<file path="src/rtl/nexys_starship_rng_bank.sv">
// Multi-channel pseudo-random event bank: one Galois LFSR per channel, a
// runtime threshold per channel, and a post-event cooldown; also drives a random hex digit.
module nexys_starship_rng_bank #(
    parameter int              NUM_CH   = 4,
    parameter int              WIDTH    = 16,
    parameter logic [WIDTH-1:0] TAPS    = 16'hB400,
    parameter logic [WIDTH-1:0] SEED    = 16'h0001,
    parameter logic [WIDTH-1:0] MIX     = 16'h9E37,
    parameter int              COOLDOWN = 15
) (
    input  logic                  Clk,
    input  logic                  Reset_n,
    input  logic                  Tick,
    input  logic                  Enable,
    input  logic                  Seed_load,
    input  logic [WIDTH-1:0]      Seed_in,
    input  logic [NUM_CH*8-1:0]   Thresh,
    output logic [NUM_CH-1:0]     Event,
    output logic [3:0]            Rand_hex
);

    localparam int CD_W = (COOLDOWN < 1) ? 1 : $clog2(COOLDOWN + 1);

    if (WIDTH < 8 || WIDTH > 32) begin : g_bad_width
        $error("nexys_starship_rng_bank: WIDTH must be in 8..32");
    end
    if (NUM_CH < 1 || NUM_CH > 16) begin : g_bad_num_ch
        $error("nexys_starship_rng_bank: NUM_CH must be in 1..16");
    end

    // Per-channel decorrelated seed; all-zero would lock the LFSR, so it becomes 1.
    function automatic logic [WIDTH-1:0] eff_seed(input logic [WIDTH-1:0] s,
                                                  input int unsigned      ch);
        logic [WIDTH-1:0] e;
        e = s ^ (MIX * WIDTH'(ch));
        if (e == '0) e = WIDTH'(1);
        return e;
    endfunction

    logic [NUM_CH-1:0][WIDTH-1:0] lfsr_q, lfsr_d;
    logic [NUM_CH-1:0][CD_W-1:0]  cd_q, cd_d;
    logic [NUM_CH-1:0]            event_q, event_d;
    logic [3:0]                   hex_q, hex_d;
    logic [NUM_CH-1:0]            fire;

    always_comb begin
        fire = '0;
        for (int i = 0; i < NUM_CH; i++) begin
            fire[i] = Enable && (cd_q[i] == '0) && (lfsr_q[i][7:0] < Thresh[8*i +: 8]);
        end
    end

    always_comb begin
        lfsr_d  = lfsr_q;
        cd_d    = cd_q;
        event_d = '0;
        hex_d   = hex_q;
        if (Seed_load) begin
            for (int i = 0; i < NUM_CH; i++) begin
                lfsr_d[i] = eff_seed(Seed_in, i);
                cd_d[i]   = '0;
            end
        end else if (Tick) begin
            hex_d = lfsr_q[0][WIDTH-1 -: 4];
            for (int i = 0; i < NUM_CH; i++) begin
                lfsr_d[i]  = lfsr_q[i][0] ? ((lfsr_q[i] >> 1) ^ TAPS) : (lfsr_q[i] >> 1);
                event_d[i] = fire[i];
                if (fire[i]) begin
                    cd_d[i] = CD_W'(COOLDOWN);
                end else if (cd_q[i] != '0) begin
                    cd_d[i] = cd_q[i] - 1'b1;
                end
            end
        end
    end

    always_ff @(posedge Clk or negedge Reset_n) begin
        if (!Reset_n) begin
            for (int i = 0; i < NUM_CH; i++) begin
                lfsr_q[i] <= eff_seed(SEED, i);
            end
            cd_q    <= '0;
            event_q <= '0;
            hex_q   <= '0;
        end else begin
            lfsr_q  <= lfsr_d;
            cd_q    <= cd_d;
            event_q <= event_d;
            hex_q   <= hex_d;
        end
    end

    assign Event    = event_q;
    assign Rand_hex = hex_q;

endmodule

</file>
<file path="config.mk">
export PLATFORM = sky130hd
export DESIGN_NAME = nexys_starship_rng_bank
export DESIGN_NICKNAME = d
export VERILOG_FILES = /design/src/rtl/nexys_starship_rng_bank.sv
export SDC_FILE = /design/constraint.sdc
export NUM_CORES = 1
export LEC_CHECK = 0
export ABC_AREA = 1
export BUFFER_PORTS_ARGS = -buffer_cell sky130_fd_sc_hd__clkbuf_2
export CAP_MARGIN = 10
export CELL_PAD_IN_SITES_DETAIL_PLACEMENT = 0
export CELL_PAD_IN_SITES_GLOBAL_PLACEMENT = 1
export CORE_ASPECT_RATIO = 1.2
export CORE_MARGIN = 2
export CORE_UTILIZATION = 45
export CTS_BUF_LIST = sky130_fd_sc_hd__clkbuf_16
export DETAILED_ROUTE_END_ITERATION = 6
export HOLD_SLACK_MARGIN = 0.06
export PLACE_DENSITY = 0.78
export SYNTH_ARGS = -nofsm -noshare
export SYNTH_HDL_FRONTEND = slang
export SYNTH_SLANG_ARGS = --single-unit
</file>
<file path="constraint.sdc">
create_clock -name Clk -period 3.93 [get_ports Clk]
set_input_delay 1.179 -clock Clk [delete_from_list [all_inputs] [get_ports Clk]]
set_output_delay 1.179 -clock Clk [all_outputs]
set_load 0.03 [all_outputs]
</file>
======== After elaboration in Yosys (flattened, before gate mapping) ========
Index checks and enable logic that the tools add are counted.
operators by class
  bitwise logic cells ..................... 8
  muxes and demuxes ....................... 22
  $add $sub $neg .......................... 4
  reduce and logical (&&, ||, !) cells .... 30
  order comparisons ....................... 4
operator list
  kind                   number
  $mux W16               10
  $mux W64               2
  $logic_not A16 Y1      4
  $mux W4                10
  $lt A8 B8 Y1           4
  $not A9 Y9             2
  $logic_not A4 Y1       4
  $not A3 Y4             4
  $reduce_bool A4 Y1     4
  $sub A4 B1 Y4 const B  4
  $reduce_bool A3 Y1     4
  $not A10 Y10           1
  $reduce_and A2 Y1      5
  $logic_and A1 B1 Y1    8
  $reduce_bool A2 Y1     1
  $not A1 Y1             1
storage, ports and cells
  input port bits ......................... 53
  register bits after elaboration ......... 88
  logic and storage cells ................. 78

======== Longest topological paths before layout ========
Gate-level depths: netlist of the first run.
  word-level depth ........................ 6
  mapped depth ............................ 12

======== Worst setup path before layout of the first run ========
Ideal clock, no wire load.
  kind .................................... input -> register
  start ................................... input port Thresh[23]
  end ..................................... register cd_q[11] (netlist bit)
  buffers on the path ..................... 0
  setup time .............................. 0.116 ns
  stages .................................. 11
  arrival time ............................ 2.215 ns
  data required time ...................... 3.814 ns
  slack ................................... 1.598 ns
  path through ............................ inv_1 ha_1 nand2_1 inv_1 and3_1 nor2_2 nand2_2 nand2_2 nand2_1 nand2_1 nand2_1
on the way
  cells in the longest elaborated chain, start to end .. 5
ends and longest elaborated chain
  what                     line  text
  from (decl)              17    input logic [NUM_CH*8-1:0] Thresh,
  $lt A8 B8 Y1 (*)         49    fire[i] = Enable && (cd_q[i] == '0) && (lfsr_q[i][7:0] < Thresh[8*i +: 8]);
  $logic_and A1 B1 Y1 (*)  49
  $mux W4                  68    if (fire[i]) begin
  $mux W16                 63    end else if (Tick) begin
  $mux W16                 58    if (Seed_load) begin
  to (signal assigned)     82    cd_q <= '0;
  to (signal assigned)     87    cd_q <= cd_d;
  to (decl)                41    logic [NUM_CH-1:0][CD_W-1:0] cd_q, cd_d;
Mark *: on every way between the ends. The rest lies on a longest branch, timed or not. The select of a mux whose other input is x is not followed.
A chain may end at the register's enable or synchronous reset.

======== Worst setup path after layout of the first run ========
  start ................................... input port Seed_load
  end ..................................... register cd_q[12] (netlist bit)
on the way
  cells in the longest elaborated chain, start to end .. 2
ends and longest elaborated chain
  what                                                                              line  text
  from (decl)                                                                       15    input logic Seed_load,
  $reduce_bool A3 Y1 (no source line) / $reduce_bool A2 Y1 (equally long branches)  n/a
  $reduce_and A2 Y1 (no source line)                                                n/a
Parallel ways exist; a longest one is shown, timed or not.

==> flow_summary.ini, run 1 <==
[route]
route.layer.met1.wl_um = 5653
dr.pass1.iters = 5
drt-vias-per-instance = 5.075
met3_length_um = 507
final_antenna_net_count = 0
finalWirelength_um = 12740
dr_wl_met2_um = 6361
dr.max_layer_used = met4
route.detailed.wl_per_inst_um = 14.51
remaining_drc_errors = 0
drt_iter0_markers = 224
dr_total_vias = 4456

[global_routing]
pin_count_of_the_biggest_net_entering_global_routing = 62
antenna_violations_before_repair = 0
vias_in_the_first_global_route = 4237
gr-total-overflow = 0
first_pass_grt_wire_length_um = 20820
globalRouteTotalUtil = 0.2183

[worst_setup_path]
worstSetupEndpointType = flip-flop
startpoint_type = input pin
crit_required_ns = 4.16
path_type_of_the_worst_setup_path = in2reg
critical_path_arrival_ns = 2.64
worst-path-max-fanout = 46

[sta]
worst_clock_skew_ns = 0.004057
timing.final.crit_share = 0.6119
slew_worst_pin_ns = 0.7964
totalNegativeSetupSlack_ns = 0
max-slew-margin-rel = 0.4690
maxSlewViolCount = 0
rsz0062_at_grt = no
timing.final.setup_violations = 0
holdWs_ns = 0.4700
f_max_ghz = 0.4158
number_of_hold_violations_in_the_final_report = 0
final.min_clock_period_ns = 2.405

[hold_path]
hold_path_class = reg2reg

[synthesis]
post_syn_nets = 751
area_fraction_of_the_dominant_cell_type_after_synthesis = 0.2885
post_synth_main_area_contributors = sky130_fd_sc_hd__dfrtp_1 29%, sky130_fd_sc_hd__nand2_1 16%, sky130_fd_sc_hd__dfstp_2 14%, sky130_fd_sc_hd__ha_1 8.7%, sky130_fd_sc_hd__inv_1 5.8%
ys_dominant_reg_cell = sky130_fd_sc_hd__dfrtp_1
netlist_area_before_placement_um2 = 5205
synth_async_sr_flop_share = 1.000
synth_seq_area_share = 0.4298
post_syn_instances = 662
number_of_enable_type_register_cells_in_the_synthesized_netlist = 0
synth.yosys.warnings = 0
syn_area_per_cell_um2 = 7.863
cell_accounting_for_the_most_synthesized_area = sky130_fd_sc_hd__dfrtp_1
ys_seq_elements = 88
yosys.cell_types.count = 37

[die]
design.portCount = 61
die_area_um2 = 12450
die_h_um = 121.8
std_cell_rows = 43
die-width_um = 102.2
initial_core_utilization = 0.4563
coreArea_um2 = 11410

[power_and_ir_drop]
seq_power_share = 0.418
total_leakage_power_uw = 0.003070
worst_ir_drop_vdd_mv = 0.2294
sw_ratio = 0.3395
power_density_nw_per_um2 = 484.6
power_frac_comb = 0.293
power_frac_clock = 0.289
design_power_total_uw = 2867
p_sw_uw = 973.1
p_int_uw = 1893

[cts]
ctsLongestPathBuffers = 2
cts.sink_count = 88
clk_latency_ns = 0.34
cts_tree = built
cts-resized-gates = 0
clk_root_buffer_cell = sky130_fd_sc_hd__clkbuf_16
cts_hold_buf = 0
clk_pin_slew_ns = 0.06
cts_post_setup_buffers_inserted = 0
cts.htree.levels = 3
number_of_clock_buffers_inserted_by_tritoncts = 9

[cells_and_area]
ff_latch_area_um2 = 2237
fillCellCount = 1188
multi_input_comb_area_um2 = 2511
fraction_of_layout_instances_using_a_drive_strength_above_1 = 0.1969
layout.nets = 805
antennaDiodeCount = 0
layout.cells.non_filler = 878
layout-area-overhead-vs-synth_pct = 13.65
post-route-cell-area_um2 = 5916

[place]
dp.cells = 862
gp_routability_congestion = 0.8075
place.port_buffers = 60
detailed_place_hpwl_um = 9049
placement.cell_area_um2 = 5634

[outcome]
result_of_the_run = finished, final reports clean

[run]
maxCapViolCount = 0
[sequential cells by signal (all words and copies together) (netlist names)]
signal and count:
cd_q 16, lfsr_q 64, Event 4, Rand_hex 4
[through the flow]
step,util,worst slack (ns)
CTS,0.5186,1.536
finish,0.5186,1.525
global placement,0.4940,1.222
detailed placement,0.4940,1.180
global route,0.5186,1.435
floorplan,-,1.598
[power by group through the flow]
stage          clock network (uW)  registers [uW]  logic, uW
2_1_floorplan                   0            1200        628
3_3_place_gp                    0            1210        820
3_5_place_dp                    0            1210        842
4_1_cts                       849            1200        851
5_1_grt                       888            1220        965
6_report                      828            1200        840
[cell type report]
cell class / count / area share
Clock buffer: 9 / 0.03807
Clock inverter: 7 / 0.009518
Inverter: 91 / 0.05816
Multi-Input combinational cell: 462 / 0.4245
Sequential cell: 88 / 0.3782
Tap cell: 157 / 0.03321
Timing Repair Buffer: 64 / 0.05838
[cells in the mapped netlist (all sizes together), types with 2 or more instances]
master / instances
nor4: 3
dfstp: 28
o21ai: 23
ha: 36
o211ai: 22
and3: 2
clkbuf: 5
nor2: 33
nor3: 10
dfrtp: 60
xor2: 3
or2: 3
nand4: 4
a31oi: 4
o221ai: 4
buf: 16
inv: 91
a21oi: 33
o22ai: 3
nand2: 235
nand3: 37
xnor2: 5
[kinds of logic (layout without fill, tap and decap cells)]
family	Yosys count	in the layout	share of synthesized area
fa+ha+maj	36	36	0.08654
compound gates	90	90	0.1072
flops	88	88	0.4298
xor+xnor	8	8	0.01346
simple gates	328	328	0.2752
buf+inv	112	171	0.08774
[worst paths after layout]
kind	startpoint	to	slack [ns]	cells past startpoint
setup / recovery	Seed_load	cd_q[12]	1.53	6
min in group asynchronous	Reset_n	cd_q[2]	0.92	1
setup reg to reg	lfsr_q[35]	cd_q[9]	2.18	9
hold reg to reg	lfsr_q[60]	lfsr_q[60]	0.47	2
hold / removal	lfsr_q[60]	lfsr_q[60]	0.47	2
max in group asynchronous	Reset_n	lfsr_q[25]	2.29	2
[cell usage in the layout (no fill, tap or decap), types with 5 or more instances in the layout]
cell,instances
sky130_fd_sc_hd__nand2_1,218
sky130_fd_sc_hd__nor3_1,9
sky130_fd_sc_hd__o21ai_0,13
sky130_fd_sc_hd__ha_1,36
sky130_fd_sc_hd__o211ai_1,22
sky130_fd_sc_hd__nand2_4,5
sky130_fd_sc_hd__nor2_1,27
sky130_fd_sc_hd__inv_1,84
sky130_fd_sc_hd__o21ai_1,10
sky130_fd_sc_hd__inv_2,9
sky130_fd_sc_hd__clkbuf_16,9
sky130_fd_sc_hd__a21oi_1,30
sky130_fd_sc_hd__dfrtp_1,60
sky130_fd_sc_hd__nand2_2,12
sky130_fd_sc_hd__clkbuf_2,59
sky130_fd_sc_hd__dfstp_2,28
sky130_fd_sc_hd__xnor2_1,5
sky130_fd_sc_hd__nand3_1,37
[metal layers]
| metal | vias to the layer above | GRT usage |
|---|---|---|
| met3 | 18 | 0.04188 |
| met5 | - | 0 |
| li1 | 2234 | - |
| met1 | 2116 | 0.2834 |
| met4 | 0 | 0.06000 |
| met2 | 88 | 0.3713 |
[worst max-delay path, cell delays in order]
cell                       delay, ns
sky130_fd_sc_hd__clkbuf_2       0.42
sky130_fd_sc_hd__nor2_4         0.28
sky130_fd_sc_hd__buf_4          0.49
sky130_fd_sc_hd__a21oi_2        0.10
sky130_fd_sc_hd__nand2_1        0.09
sky130_fd_sc_hd__nand2_1        0.05
No activity file was read; power rests on OpenSTA's default activity.
==> inputs of run 2 (changes only) <==
Settings changed: CORE_UTILIZATION 45 to 39, PLACE_DENSITY 0.78 to 0.72.
Clock period 3.93 ns to 2.2 ns, I/O delays scaled along.
==> flow_summary.ini, run 2 (same netlist as run 1, synthesis figures left out) <==
[route]
route.detailed.wl_per_inst_um = 14.45
remaining_drc_errors = 0
route.layer.met1.wl_um = 5748
dr_total_vias = 4407
dr.pass1.iters = 4
drt-vias-per-instance = 4.908
drt_iter0_markers = 254
dr.max_layer_used = met4
met3_length_um = 552
finalWirelength_um = 12970
final_antenna_net_count = 0
dr_wl_met2_um = 6313

[cells_and_area]
largest_register_ffs = 64
largestRegisters = lfsr_q (64), cd_q (16)
layout.cells.non_filler = 898
antennaDiodeCount = 0
layout-area-overhead-vs-synth_pct = 14.66
fraction_of_layout_instances_using_a_drive_strength_above_1 = 0.2055
layout.nets = 814
commonest_cells_after_routing_fill_and_taps_aside = 218 x sky130_fd_sc_hd__nand2_1, 86 x sky130_fd_sc_hd__inv_1, 60 x sky130_fd_sc_hd__dfrtp_1, 59 x sky130_fd_sc_hd__clkbuf_2, 37 x sky130_fd_sc_hd__nand3_1
top_register = lfsr_q
layout_commonest_cell = sky130_fd_sc_hd__nand2_1

[power_and_ir_drop]
power_density_nw_per_um2 = 836.9
worst_ir_drop_vdd_mv = 0.3790
total_leakage_power_uw = 0.003112

[worst_setup_path]
crit_family = simple AND/OR/NAND/NOR gates
worstSetupEndpointType = flip-flop
path_type_of_the_worst_setup_path = reg2reg
worst_path_largest_cell_delay_ns = 0.56
startpoint_type = flip-flop
worstRegToRegCells = 10
crit_required_ns = 2.44
path_common_cell = sky130_fd_sc_hd__nand2_1
path_cells = ha_1 -> nand2_1 -> inv_1 -> and3_1 -> nor2_2 -> nand2_2 -> nand2_2 -> nand2_1 -> nand2_1 -> nand2_1
critical_path_arrival_ns = 1.95
cp_slowest_cell = sky130_fd_sc_hd__dfstp_2
timing.critical_path.depth = 10
worst-path-max-fanout = 7
crit_buf_inv = 1

[place]
detailed_place_hpwl_um = 9652
place.port_buffers = 60
dp.cells = 882
gp_routability_congestion = 0.8456

[sta]
max-slew-margin-rel = 0.6986
number_of_hold_violations_in_the_final_report = 0
rsz0062_at_grt = no
maxSlewViolCount = 0
timing.final.setup_violations = 0
timing.final.crit_share = 0.7809
holdWs_ns = 0.2512
slew_worst_pin_ns = 0.4520
f_max_ghz = 0.5821
totalNegativeSetupSlack_ns = 0
worst_clock_skew_ns = 0.006872
final.min_clock_period_ns = 1.718

[die]
std_cell_rows = 46
coreArea_um2 = 13120
initial_core_utilization = 0.3966
design.portCount = 61
die-width_um = 109.5
die_area_um2 = 14290
die_h_um = 130.6

[cts]
clk_pin_slew_ns = 0.06
cts-resized-gates = 0
ctsLongestPathBuffers = 2
cts_tree = built
cts.sink_count = 88
clk_latency_ns = 0.34
clk_root_buffer_cell = sky130_fd_sc_hd__clkbuf_16
cts.htree.levels = 3
number_of_clock_buffers_inserted_by_tritoncts = 9
cts_post_setup_buffers_inserted = 0
cts_hold_buf = 0

[global_routing]
pin_count_of_the_biggest_net_entering_global_routing = 39
antenna_violations_before_repair = 0
first_pass_grt_wire_length_um = 21760
globalRouteTotalUtil = 0.1999
gr-total-overflow = 0
vias_in_the_first_global_route = 4411

[outcome]
result_of_the_run = finished, final reports clean

[hold_path]
hold_path_class = in2async

[run]
maxCapViolCount = 0
run 2: cell count changes in the layout (fill, tap and decap cells not counted):
cell | before | now
sky130_fd_sc_hd__bufinv_16 | 1 | 0
sky130_fd_sc_hd__clkinv_1 | 2 | 1
sky130_fd_sc_hd__inv_1 | 84 | 86
sky130_fd_sc_hd__clkinvlp_4 | 1 | 0
sky130_fd_sc_hd__clkinv_2 | 0 | 1
sky130_fd_sc_hd__buf_4 | 4 | 13
run 2: worst reg2reg max path, cell delays in order, from the launching register on:
cell,delay [ns]
sky130_fd_sc_hd__dfstp_2,0.56
sky130_fd_sc_hd__ha_1,0.23
sky130_fd_sc_hd__nand2_1,0.07
sky130_fd_sc_hd__inv_1,0.05
sky130_fd_sc_hd__and3_1,0.15
sky130_fd_sc_hd__nor2_2,0.11
sky130_fd_sc_hd__nand2_2,0.13
sky130_fd_sc_hd__nand2_2,0.08
sky130_fd_sc_hd__nand2_1,0.09
sky130_fd_sc_hd__nand2_1,0.10
sky130_fd_sc_hd__nand2_1,0.05
run 2: area by class of cell:
type / instances / area (um^2)
Fill cell: 1348 / 7154
Multi-Input combinational cell: 462 / 2511
Sequential cell: 88 / 2237
Timing Repair Buffer: 73 / 412.9
Inverter: 91 / 344.1
Clock buffer: 9 / 225.2
Tap cell: 168 / 210.2
Clock inverter: 7 / 27.53
run 2: stage by stage:
stage                     power (uW)  worst slack [ns]  utilization  instance area [um^2]
after floorplan                 3268            0.3873            -                  5205
after global placement          3641            0.2081       0.4355                  5715
after detailed placement        3689            0.1725       0.4355                  5715
after CTS                       5060            0.4753       0.4548                  5968
after global routing            5388            0.3198       0.4548                  5968
final                           4995            0.4820       0.4548                  5968
run 2: path summary, 6_finish.rpt:
path                             from          to  slack, ns
setup reg to reg           lfsr_q[38]    cd_q[11]       0.48
hold / removal                Reset_n     cd_q[2]       0.25
setup / recovery           lfsr_q[38]    cd_q[11]       0.48
min in group Clk           lfsr_q[60]  lfsr_q[60]       0.47
hold reg to reg            lfsr_q[60]  lfsr_q[60]       0.47
max in group asynchronous     Reset_n  lfsr_q[25]       1.30
run 2: power breakdown:
group	switching, uW	internal [uW]
combinational	895	602
sequential	220	1930
clock	611	739
run 2: per-layer routing:
| metal | global-route usage | up-vias |
|---|---|---|
| li1 | - | 2254 |
| met1 | 0.2485 | 2050 |
| met2 | 0.3413 | 81 |
| met3 | 0.03224 | 22 |
| met4 | 0.08786 | 0 |
| met5 | 0 | - |
